===== config.mk =====
export PLATFORM = sky130hd
export DESIGN_NAME = hack_cpu_ctrl
export DESIGN_NICKNAME = d
export VERILOG_FILES = /design/src/rtl/hack_cpu_pkg.sv /design/src/rtl/hack_jump_unit.sv /design/src/rtl/hack_cpu_ctrl.sv
export SDC_FILE = /design/constraint.sdc
export NUM_CORES = 1
export LEC_CHECK = 0
export CORE_MARGIN = 3
export CORE_UTILIZATION = 48
export DETAILED_ROUTE_END_ITERATION = 12
export PLACE_DENSITY = 0.91
export RECOVER_POWER = 25
export SLEW_MARGIN = 20
export SYNTH_ARGS = -nofsm -noshare
export SYNTH_HDL_FRONTEND = slang
export SYNTH_SLANG_ARGS = --single-unit

===== constraint.sdc =====
create_clock -name clk -period 2.3 [get_ports clk]
set_input_delay 0.23 -clock clk [delete_from_list [all_inputs] [get_ports clk]]
set_output_delay 0.23 -clock clk [all_outputs]
set_load 0.01 [all_outputs]

===== src/rtl/hack_cpu_pkg.sv =====
// Shared definitions for the Hack CPU control stage: FSM states, instruction field
// positions, destination/jump bit indices and reset values.
package hack_cpu_pkg;

    typedef enum logic [2:0] {
        StFetch,
        StDecode,
        StMemRd,
        StExec,
        StMemWr
    } state_e;

    // Instruction word field positions
    localparam int unsigned IR_CI      = 15;
    localparam int unsigned IR_F_HI    = 14;
    localparam int unsigned IR_F_LO    = 13;
    localparam int unsigned IR_A       = 12;
    localparam int unsigned IR_ZX      = 11;
    localparam int unsigned IR_ZY      = 10;
    localparam int unsigned IR_NX      = 9;
    localparam int unsigned IR_NY      = 8;
    localparam int unsigned IR_NO      = 7;
    localparam int unsigned IR_RSVD    = 6;
    localparam int unsigned IR_DEST_HI = 5;
    localparam int unsigned IR_DEST_LO = 3;
    localparam int unsigned IR_JMP_HI  = 2;
    localparam int unsigned IR_JMP_LO  = 0;

    // Bit indices within the 3-bit dest and jump fields
    localparam int unsigned DEST_A = 2;
    localparam int unsigned DEST_D = 1;
    localparam int unsigned DEST_M = 0;
    localparam int unsigned JMP_LT = 2;
    localparam int unsigned JMP_EQ = 1;
    localparam int unsigned JMP_GT = 0;

    localparam int unsigned RST_PC   = 0;
    localparam int unsigned RST_WORD = 0;

endpackage


===== src/rtl/hack_jump_unit.sv =====
// Jump condition evaluation from the C-instruction jump bits and the ALU flags.
module hack_jump_unit
    import hack_cpu_pkg::*;
(
    input  logic [2:0] j,
    input  logic       zr,
    input  logic       ng,
    output logic       take
);

    always_comb begin
        take = (j[JMP_LT] & ng) | (j[JMP_EQ] & zr) | (j[JMP_GT] & ~ng & ~zr);
    end

endmodule


===== src/rtl/hack_cpu_ctrl.sv =====
// Multi-cycle Hack CPU control/register stage: fetches instructions, holds A/D/PC and
// drives the ALU operands and control bits, with handshaked instruction and data memory.
module hack_cpu_ctrl
    import hack_cpu_pkg::*;
#(
    parameter int unsigned AW = 15,
    parameter int unsigned DW = 16
) (
    input  logic          clk,
    input  logic          rst_n,
    output logic          instr_req,
    output logic [AW-1:0] instr_addr,
    input  logic [DW-1:0] instr_data,
    input  logic          instr_valid,
    output logic          mem_req,
    output logic          mem_we,
    output logic [AW-1:0] mem_addr,
    output logic [DW-1:0] mem_wdata,
    input  logic [DW-1:0] mem_rdata,
    input  logic          mem_ack,
    output logic [DW-1:0] alu_x,
    output logic [DW-1:0] alu_y,
    output logic          zx,
    output logic          zy,
    output logic          nx,
    output logic          ny,
    output logic          no,
    output logic [1:0]    f,
    input  logic [DW-1:0] alu_out,
    input  logic          alu_zr,
    input  logic          alu_ng,
    output logic          retire
);

    localparam logic [AW-1:0] PC_ONE = AW'(1);

    state_e        state_q;
    logic [AW-1:0] pc_q;
    logic [DW-1:0] a_q;
    logic [DW-1:0] d_q;
    logic [DW-1:0] ir_q;
    logic [DW-1:0] m_q;
    logic [DW-1:0] result_q;
    logic          zr_q;
    logic          ng_q;

    logic [2:0]    dest;
    logic [2:0]    jmp;
    logic          commit;
    logic [DW-1:0] wb_val;
    logic          jmp_zr;
    logic          jmp_ng;
    logic          take;
    logic [AW-1:0] pc_inc;
    logic          unused_rsvd;

    assign dest        = ir_q[IR_DEST_HI:IR_DEST_LO];
    assign jmp         = ir_q[IR_JMP_HI:IR_JMP_LO];
    assign unused_rsvd = ir_q[IR_RSVD];
    assign pc_inc      = pc_q + PC_ONE;

    assign instr_addr = pc_q;
    assign mem_addr   = a_q[AW-1:0];
    assign mem_wdata  = result_q;
    assign alu_x      = d_q;
    assign alu_y      = ir_q[IR_A] ? m_q : a_q;
    assign zx         = ir_q[IR_ZX];
    assign zy         = ir_q[IR_ZY];
    assign nx         = ir_q[IR_NX];
    assign ny         = ir_q[IR_NY];
    assign no         = ir_q[IR_NO];
    assign f          = ir_q[IR_F_HI:IR_F_LO];

    // Commit straight from the ALU in EXEC, or from the latched result after a write.
    always_comb begin
        commit = 1'b0;
        wb_val = alu_out;
        jmp_zr = alu_zr;
        jmp_ng = alu_ng;
        if (state_q == StExec) begin
            commit = ~dest[DEST_M];
        end else if (state_q == StMemWr) begin
            commit = mem_ack;
            wb_val = result_q;
            jmp_zr = zr_q;
            jmp_ng = ng_q;
        end
    end

    hack_jump_unit u_jump (
        .j    (jmp),
        .zr   (jmp_zr),
        .ng   (jmp_ng),
        .take (take)
    );

    always_ff @(posedge clk or negedge rst_n) begin
        if (!rst_n) begin
            state_q   <= StFetch;
            pc_q      <= AW'(RST_PC);
            a_q       <= DW'(RST_WORD);
            d_q       <= DW'(RST_WORD);
            ir_q      <= DW'(RST_WORD);
            m_q       <= DW'(RST_WORD);
            result_q  <= DW'(RST_WORD);
            zr_q      <= 1'b0;
            ng_q      <= 1'b0;
            instr_req <= 1'b0;
            mem_req   <= 1'b0;
            mem_we    <= 1'b0;
            retire    <= 1'b0;
        end else begin
            retire <= 1'b0;
            unique case (state_q)
                StFetch: begin
                    // First FETCH after reset only raises the request.
                    if (!instr_req) begin
                        instr_req <= 1'b1;
                    end else if (instr_valid) begin
                        ir_q      <= instr_data;
                        instr_req <= 1'b0;
                        state_q   <= StDecode;
                    end
                end
                StDecode: begin
                    if (!ir_q[IR_CI]) begin
                        a_q       <= {1'b0, ir_q[DW-2:0]};
                        pc_q      <= pc_inc;
                        retire    <= 1'b1;
                        instr_req <= 1'b1;
                        state_q   <= StFetch;
                    end else if (ir_q[IR_A]) begin
                        mem_req <= 1'b1;
                        mem_we  <= 1'b0;
                        state_q <= StMemRd;
                    end else begin
                        state_q <= StExec;
                    end
                end
                StMemRd: begin
                    if (mem_ack) begin
                        m_q     <= mem_rdata;
                        mem_req <= 1'b0;
                        state_q <= StExec;
                    end
                end
                StExec: begin
                    result_q <= alu_out;
                    zr_q     <= alu_zr;
                    ng_q     <= alu_ng;
                    if (dest[DEST_M]) begin
                        mem_req <= 1'b1;
                        mem_we  <= 1'b1;
                        state_q <= StMemWr;
                    end
                end
                StMemWr: begin
                    if (mem_ack) begin
                        mem_req <= 1'b0;
                        mem_we  <= 1'b0;
                    end
                end
                default: state_q <= StFetch;
            endcase

            // Jump target and mem_addr both use the pre-commit A.
            if (commit) begin
                if (dest[DEST_D]) d_q <= wb_val;
                if (dest[DEST_A]) a_q <= wb_val;
                pc_q      <= take ? a_q[AW-1:0] : pc_inc;
                retire    <= 1'b1;
                instr_req <= 1'b1;
                state_q   <= StFetch;
            end
        end
    end

endmodule


==> metrics list <==
* Status: complete, no violations
- The internal power of the cells totals 6240 uW.
- The synthesized design contains 0 enable-type register cells.
- Die area: 11700 um^2
- Counting instances in the post-synthesis netlist gives the leading cell types as 104 x sky130_fd_sc_hd__dfrtp_1, 50 x sky130_fd_sc_hd__nand2_1, 48 x sky130_fd_sc_hd__mux2_1.
- In this run the static leakage power is 0.00283 uW.
- Critical path capture point type: output pin
- Post-synthesis compound-gate area fraction: 7.15%
- The biggest area contributor in the post-synthesis netlist is sky130_fd_sc_hd__dfrtp_1.
- After synthesis, the netlist uses 47 different library cells.
* Post-Synth Adder-Cell Area: 0.251%
* Relative contribution of combinational cells to total power: 49.0%
- Worst IR Drop VDD: 0.691 mV
- Max stage delay cell, worst path: sky130_fd_sc_hd__dfrtp_2
* Main area contributors after synthesis: sky130_fd_sc_hd__dfrtp_1 52%, sky130_fd_sc_hd__mux2_1 11%, sky130_fd_sc_hd__mux2_2 7.4%
- Sequential cell area fraction in the yosys report: 52.2%
* Total inserted antenna cells: 0
* Crit Path Category: reg2out
- The most critical setup path has its startpoint at ir_q[12]$_DFFE_PN0P_.
* Area share of the largest cell type after synthesis: 52.2%
- # clock sinks: 104
- The die is 108 um wide.
- Port bufs: 142
* Longest Clk Path Bufs: 2
- Number of maximum-capacitance violations: 0
- The Yosys step of the flow raised 0 warnings.
- At the later pin of the worst-skew pair, clock insertion delay measures 360 ps.
* Normalized max-slew margin: 38.1%
- PD cells: 1430 nW/um^2
- Site Rows: 36
- In this run, synthesis produced a sequential element count of 104.
- In this run, the number of DRC markers left after iteration 0 of detailed routing was 183.
* Endpoint of the worst-slack reg-to-reg timing path: instr_addr[2]$_DFFE_PN0P_
- After global routing the overflow that remains totals 0.
- Number of vias per cell: 5.35
- The routed design has 12500 um of wire.
- In this run switching power makes up 35.6% of total power.
- Htree depth: 3
- Gr usage total: 22.5%
- Part of the total power dissipated in the clock network: 13.8%
- Of the cells placed in the final design, the portion with a size suffix greater than 1 is 13.1%.
- For the finished layout, the period the worst path requires is 2170 ps.
- The critical path crosses 2 cells after its start point.
- Clock slew at the register clock pins of the worst setup and hold paths: 100 ps
* Asr flop ratio synth: 100%
- Mean instance size in the synthesized netlist: 11.7 um^2
* Synthesized netlist cell count: 426
- Final nets: 613
- The worst hold path begins at instr_data[14].
- The number of max-slew violations in the final report came to 0.
- Maximum number of pins on one net before global-route repair: 38
* Classification of the worst-slack hold path: in2reg
* Via count: 3726
* TritonCTS Buffers: 9
* Worst Path Buf+Inv: 1
- End point of the critical path: alu_y[13]
- DIE HEIGHT: 108 um
- Critical Path AT: 1940 ps
- Signed area change from the synthesized netlist to the final layout: 35.6%
- Synth Area in Simple Gates: 10.9%
* Mapped Nets: 481
- For this run, design rule violations remaining after detail routing come to 0.
* Total standard cell area after synthesis: 4990 um^2
- The via count of the first global-routing pass came to 3845.
- In this run the post-CTS setup repair buffer count came out at 0.
- Along the worst path, the maximum fanout reaches 19.
- Antenna violations before repair: 0
- CP cell instances: mux2_2, clkdlybuf4s50_1
* First-pass GRT wire length: 20200 um
- Period utilization: 94.5%
- STA classifies the critical path startpoint as a flip-flop.
- By area, the combinational part of the netlist is dominated by multiplexers.
- Multiplexer area fraction after synthesis: 22.9%
- Among all flip-flop cells after synthesis, the most frequent one is sky130_fd_sc_hd__dfrtp_1.
- TritonCTS built the clock tree.
- Clk_skew: 12.8 ps
* Max frequency: 460 MHz
* Detailed placer's ending HPWL: 9570 um
* Final Hold Slack: 456 ps
* Transition time of the tightest slew-check pin: 928 ps
- Effective utilization at floorplan: 50.1%
- STA puts the critical path data required time at 2070 ps.
* Worst r2r path cells: 6
- FF-to-FF Start: state_q[1]$_DFFE_PN0P_
- In this run the count of I/O pins placed on the die edge is 143.
- Setup repair after global routing missed its margin: false
- FF-to-FF setup slack: 250 ps
- Top cell family by delay on the critical path: flip-flops
* Total Neg Setup Slack: 0 ps
- After detailed routing, the average wire length per cell comes to 18.0 um.
* RePlAce Congestion: 0.799
- Count of final hold-check violations: 0
* Flop pwr share: 37.3%
- The largest single stage delay on the critical path is 680 ps.
* Root buffer cell: sky130_fd_sc_hd__clkbuf_8
- The first detailed-routing pass took 4 iterations.
* Area of the placeable core: 9950 um^2
* Most common cell in the synthesized netlist: sky130_fd_sc_hd__dfrtp_1
* Setup Viol. Count Final: 0
- The analysis attributes to net switching a power of 3450 uW.
- Antenna-violating nets left: 0
- Post-synthesis xor/xnor area fraction: 1.58%
layer usage:
metal / global-route usage (%) / part of all wire [%] / up-vias
met5: 0 / 0 / -
met4: 6.31 / 1.5 / 0
met3: 4.90 / 6.6 / 21
met2: 38.1 / 50 / 132
met1: 29.3 / 41 / 1827
li1: - / - / 1746
registers in the layout, indices dropped and copies added, names as in the netlist:
signal	cells
alu_x	16
ng_q	1
ir_q	16
mem_req	1
mem_we	1
state_q	3
m_q	16
zr_q	1
retire	1
instr_addr	15
mem_wdata	16
a_q	16
instr_req	1
area by class of cell:
cell class / count / area [um^2]
Fill cell: 728 / 3190
Sequential cell: 104 / 2600
Multi-Input combinational cell: 280 / 2150
Timing Repair Buffer: 160 / 1600
Tap cell: 133 / 166
Clock buffer: 11 / 131
Clock inverter: 5 / 105
Inverter: 3 / 11.3
cell families after synthesis:
group	count (synthesis)
AO/OA/AOI/OAI	60
XOR/XNOR	9
adder cells (fa/ha/maj)	1
buffers and inverters	42
flip-flops	104
multiplexers	104
AND/OR/NAND/NOR	106
power groups by stage:
stage,logic (uW),clock network [uW],registers [uW]
after global placement,4600,0,3570
after detailed placement,4770,0,3640
after global routing,5140,1460,3730
after CTS,4790,1360,3610
after floorplan,2490,0,3530
final,4740,1340,3610
how the worst min path moves through the flow:
stage                                       to  slack [ps]  depth (start not counted)
after CTS                  m_q[11]$_DFFE_PN0P_         370                          2
after floorplan               a_q[0]$_DFF_PN0_         -70                          0
final                     ir_q[14]$_DFFE_PN0P_         460                          2
after detailed placement   m_q[11]$_DFFE_PN0P_         220                          1
after global placement     m_q[14]$_DFFE_PN0P_         210                          1
after global routing       m_q[12]$_DFFE_PN0P_         440                          2
metrics by stage:
stage	cell area, um^2	power [uW]	worst slack [ps]	utilization, %	instances
2_1_floorplan	4990	6020	426	-	426
3_3_place_gp	6540	8170	309	65.7	679
3_5_place_dp	6540	8410	241	65.7	679
4_1_cts	6790	9760	104	68.2	696
5_1_grt	6770	10300	66.2	68.0	696
6_report	6770	9690	127	68.0	696
worst reg2reg max path: stages (launching register included):
cell,delay (ps)
sky130_fd_sc_hd__dfrtp_1,420
sky130_fd_sc_hd__nor3b_4,360
sky130_fd_sc_hd__mux2_2,410
sky130_fd_sc_hd__o31ai_4,220
sky130_fd_sc_hd__buf_12,220
sky130_fd_sc_hd__nand2_1,70
sky130_fd_sc_hd__o221a_1,230
cell usage in the layout, fill, tap and decap left out, types with 5 or more instances in the layout:
cell type                         netlist  routed
sky130_fd_sc_hd__a21oi_1               13      13
sky130_fd_sc_hd__and3_1                 6       6
sky130_fd_sc_hd__buf_4                 17      11
sky130_fd_sc_hd__clkbuf_8               0       9
sky130_fd_sc_hd__clkdlybuf4s50_1        0     141
sky130_fd_sc_hd__dfrtp_1              104     103
sky130_fd_sc_hd__mux2_1                48      48
sky130_fd_sc_hd__mux2_2                33      33
sky130_fd_sc_hd__mux2i_1               23      23
sky130_fd_sc_hd__nand2_1               50      50
sky130_fd_sc_hd__nor2_1                21      21
sky130_fd_sc_hd__nor3_1                 5       5
sky130_fd_sc_hd__o21ai_0               15      15
sky130_fd_sc_hd__o21ai_1               20      20
sky130_fd_sc_hd__xnor2_1                7       7
repair_timing:
| item | 4_1_cts | 5_1_grt |
|---|---|---|
| setup endpoints to repair | 16 | 0 |
| hold buffers | 1 | 0 |
| gates resized for setup | 1 | 0 |
| hold endpoints to repair | 33 | 0 |
Power figures use the tool's default switching activity.
